`config.mk`:
```
export PLATFORM = sky130hd
export DESIGN_NAME = oam_dma_ctrl
export DESIGN_NICKNAME = d
export VERILOG_FILES = /design/src/rtl/oam_dma_ctrl.sv
export SDC_FILE = /design/constraint.sdc
export NUM_CORES = 1
export LEC_CHECK = 0
export ABC_CLOCK_PERIOD_IN_PS = 1780
export BUFFER_PORTS_ARGS = -buffer_cell sky130_fd_sc_hd__buf_2
export CAP_MARGIN = 20
export CORE_MARGIN = 1
export CORE_UTILIZATION = 40
export CTS_CLUSTER_DIAMETER = 150
export DETAILED_ROUTE_END_ITERATION = 12
export PLACE_DENSITY = 0.73
export SLEW_MARGIN = 25
export SYNTH_ARGS = -nofsm -noshare
export SYNTH_HDL_FRONTEND = slang
export SYNTH_SLANG_ARGS = --single-unit
export TNS_END_PERCENT = 5
```
`constraint.sdc`:
```
create_clock -name clk -period 1.78 [get_ports clk]
set_clock_uncertainty 0.2 [all_clocks]
set_input_delay 0.089 -clock clk [delete_from_list [all_inputs] [get_ports clk]]
set_output_delay 0.089 -clock clk [all_outputs]
set_load 0.02 [all_outputs]
```
`src/rtl/oam_dma_ctrl.sv`:
```
// oam_dma_ctrl: Game Boy OAM DMA sequencer copying LEN bytes from {page,8'h00} into OAM
module oam_dma_ctrl #(
    parameter int LEN         = 160,
    parameter int START_DELAY = 1
) (
    input  logic        clk,
    input  logic        reset,
    input  logic [15:0] cpu_addr,
    input  logic        cpu_we,
    input  logic [7:0]  cpu_di,
    output logic [15:0] src_addr,
    output logic        src_re,
    input  logic [7:0]  src_data,
    output logic [7:0]  oam_addr,
    output logic [7:0]  oam_wdata,
    output logic        oam_we,
    output logic        busy,
    output logic        cpu_block,
    output logic [7:0]  dma_reg
);
    typedef enum logic [1:0] {IDLE, START, XFER, DRAIN} state_t;
    localparam logic [7:0] LAST  = 8'(LEN - 1);
    localparam logic [2:0] DELAY = 3'(START_DELAY);
    state_t      state_q;
    logic [2:0]  cnt_q;
    logic [7:0]  page_q, dma_reg_q, widx_q, page_d;
    logic [15:0] src_addr_q;
    logic        src_re_q, wv_q, trig;
    assign trig   = cpu_we && cpu_addr == 16'hFF46;
    // echo and OAM/IO pages fold back onto work RAM 0xC0-0xDF
    assign page_d = (cpu_di >= 8'hE0) ? cpu_di - 8'h20 : cpu_di;
    // sequencer: src_addr_q[7:0] doubles as the read index, wv_q/widx_q carry each read to its OAM write
    always_ff @(posedge clk) begin
        if (reset) begin
            state_q    <= IDLE;
            cnt_q      <= '0;
            page_q     <= '0;
            dma_reg_q  <= '0;
            src_addr_q <= '0;
            src_re_q   <= 1'b0;
            wv_q       <= 1'b0;
            widx_q     <= '0;
        end else if (trig) begin
            state_q   <= START;
            cnt_q     <= DELAY;
            page_q    <= page_d;
            dma_reg_q <= cpu_di;
            src_re_q  <= 1'b0;
            wv_q      <= 1'b0;
        end else begin
            wv_q   <= src_re_q;
            widx_q <= src_addr_q[7:0];
            case (state_q)
                START: begin
                    if (cnt_q <= 3'd1) begin
                        state_q    <= XFER;
                        src_re_q   <= 1'b1;
                        src_addr_q <= {page_q, 8'h00};
                    end else begin
                        cnt_q <= cnt_q - 3'd1;
                    end
                end
                XFER: begin
                    if (src_addr_q[7:0] == LAST) begin
                        state_q  <= DRAIN;
                        src_re_q <= 1'b0;
                    end else begin
                        src_addr_q[7:0] <= src_addr_q[7:0] + 8'd1;
                    end
                end
                DRAIN:   state_q <= IDLE;
                default: state_q <= state_q;
            endcase
        end
    end
    assign src_addr  = src_addr_q;
    assign src_re    = src_re_q;
    // a trigger in the same cycle cancels the pending write, including the DRAIN byte
    assign oam_we    = wv_q && !trig;
    assign oam_addr  = widx_q;
    assign oam_wdata = wv_q ? src_data : 8'h00;
    assign busy      = state_q != IDLE;
    // HRAM stays reachable so the CPU can run its wait loop during the copy
    assign cpu_block = (state_q == XFER || state_q == DRAIN) && !(cpu_addr >= 16'hFF80 && cpu_addr <= 16'hFFFE);
    assign dma_reg   = dma_reg_q;
endmodule

```
==> results.toml <==
[timing]
finalHoldViolations = 0
period_minus_slack_ns = 2.05
setup_ws_ns = -0.267
finalCritPeriodShare_pct = 115
rsz0062_at_grt = "yes"
setup_viol = 8
fmax_ghz = 0.489
max_slew_margin_pct = 71.6
worst_hold_slack_ns = 0.142
worst-slew-pin-transition_ns = 0.423
setup_tns_ns = -0.802
slew_viol_final = 0

[critical_path]
cpPeakStageDelay_ns = 0.53
r2r_slack_ns = -0.10
cp.required_ns = 1.49
crit_slowest_cell = "or4_4"
cp_cell_sequence = "buf_2 > or4_4 > or2_4 > or4_4 > and2_4 > buf_2"
critPathCaptureType = "output pin"
cp_max_fo = 4
cp-start-kind = "primary input"
critPathKind = "primary input to output pin"
arrival_ns = 1.76
reg2regPathDepth = 5

[power_and_ir_drop]
power-per-cell-area_nw_per_um2 = 576
p_leak_nw = 1.29
vdd_drop_max_uv = 521

[layout]
diodes = 0
fin_nets = 381
multiInputGateArea_sq_um = 1080
syn_to_final_growth_pct = 48.3
fin_cells = 410
final.fill_count = 421
drive_gt1_share_pct = 44.3
largest_reg_flops = 16
seq_area_sq_um = 845
post-route-util_pct = 61.5

[routing]
via_count = 2011
vias_per_cell = 4.90
wl_per_cell_um = 12.3
wirelength_mm = 5.04
final_antenna_net_count = 0
drt-initial-drc-count = 76
drcViolationCount = 0
dr.pass1.iters = 4

[clock_tree]
cts_tree = "yes"
ctsLongestPathBuffers = 2
clk_pin_slew_ns = 0.08
cts-htree-levels = 2
clk_latency_ns = 0.29
cts_root_buf = "clkbuf_8"
cts_made_buffers = 5
clock_sinks = 42

[placement]
dpl.cell_count = 390
gp_congestion = 0.850
dp_slack_ns = -0.308
portBuffers = 78
dp_hpwl_mm = 3.57

[global_route]
grt_pass1_wl_mm = 8.09
globalRouteOverflowTotal = 0
grt_pass1_vias = 1916
antenna_found_initial = 0
grt_max_degree = 18
grt_usage_pct = 19.7

[floorplanning]
die_h_um = 72.0
start_util_pct = 41.5
die-area_sq_um = 5180
core_sq_um = 4720
rows = 25
boundaryPins = 79
dieWidth_um = 72.0

[synth]
yosysMostFrequentCell = "dfxtp_1"
ys_ff_latch = 42
yosysTopAreaCellShare_pct = 42.9
synth_enable_flop_cells = 0
netlist_instances = 225
synthArstFlopShare_pct = 0
ys_top_cells_by_count = "dfxtp_1 (42), nand2_1 (41), a21oi_1 (23)"
synth.distinct_cells = 46
synth_area_sq_um = 1960
syn_area_per_cell_sq_um = 8.71
synthFlopType = "dfxtp_1"
synth-seq-area-share_pct = 42.9
yosys.area.top_type = "dfxtp_1"
yosys_warnings = 0
synth_area_leaders = "dfxtp_1 (43%), nand2_1 (7.9%), a21oi_1 (5.9%)"
synthesis.nets = 264

[status]
status = "complete, but fails checks"
violations = "setup timing"

[worst_hold_path]
hold_class = "primary input to flip-flop"
hold_depth = 4

[job]
drv_cap = 0
final timing paths:
path,start,to
min reg2reg,page_q[5]$_SDFFE_PP0P_,page_q[5]$_SDFFE_PP0P_
min,cpu_addr[1],src_addr[2]$_SDFFE_PP0P_
max,cpu_addr[0],oam_we
max reg2reg,src_addr[7]$_SDFFE_PP0P_,src_addr[4]$_SDFFE_PP0P_
per-stage QoR:
step | cell area, sq um | total power [mW]
3_3_place_gp | 2610 | 1.04
3_5_place_dp | 2610 | 1.04
4_1_cts | 2860 | 1.69
2_1_floorplan | 1970 | 0.989
5_1_grt | 2910 | 1.74
6_report | 2910 | 1.67
final cells by class:
class,instances,share of cell area (%)
clock buffers,5,2.37
flip-flops and latches,42,29.1
inverters,7,0.904
clock inverters,3,0.861
repair buffers,124,26.7
well taps,67,2.89
multi-input cells,162,37.3
worst max-delay path: cells and delay by family:
family	cells	cell delay, ns
AND/OR/NAND/NOR	4	1.41
buffers and inverters	2	0.25
kinds of logic after synthesis:
family	after synthesis	share of synthesized area [%]
AND/OR/NAND/NOR	101	28.1
AO/OA/AOI/OAI	47	14.9
flip-flops	42	42.9
buffers and inverters	21	6.51
multiplexers	9	4.60
adder cells (fa/ha/maj)	4	2.55
XOR/XNOR	1	0.447
metal layers:
metal | share of wire [%] | GRT usage, % | wire length (um) | up-vias
met5 | 0 | 0 | 0 | -
met4 | 0.71 | 4.58 | 36 | 0
met3 | 3.8 | 4.03 | 194 | 4
met2 | 51 | 37.6 | 2580 | 54
met1 | 44 | 22.3 | 2230 | 937
li1 | - | - | - | 1016
repair_timing:
| item | 4_1_cts | 5_1_grt |
|---|---|---|
| gates resized for setup | 12 | 12 |
| buffers inserted | 3 | 0 |
| pin swaps | 4 | 3 |
| endpoints found under the hold margin | 19 | 0 |
| setup endpoints to repair | 19 | 22 |
| hold buffers | 9 | 0 |
report_power, final:
group          switching [mW]  internal, mW
combinational          0.0469        0.0532
sequential         0.00000238         0.938
clock                   0.352         0.283
cell usage in the layout (no fill, tap or decap), types with 2 or more instances in the layout:
cell type / count
nor3_1: 4
clkbuf_8: 5
o31a_1: 2
inv_1: 6
and2_1: 8
buf_4: 35
nand4_1: 4
nand3_1: 8
o21ai_1: 2
a211oi_1: 3
dfxtp_2: 3
mux2i_1: 9
dfxtp_1: 39
and3_1: 4
nor4_4: 2
nand2b_1: 3
buf_2: 78
dlygate4sd3_1: 9
a32o_1: 2
o21ai_0: 4
nand2_1: 39
nor2_1: 11
or4_4: 2
ha_1: 4
a21oi_1: 22
Power figures use the tool's default switching activity.
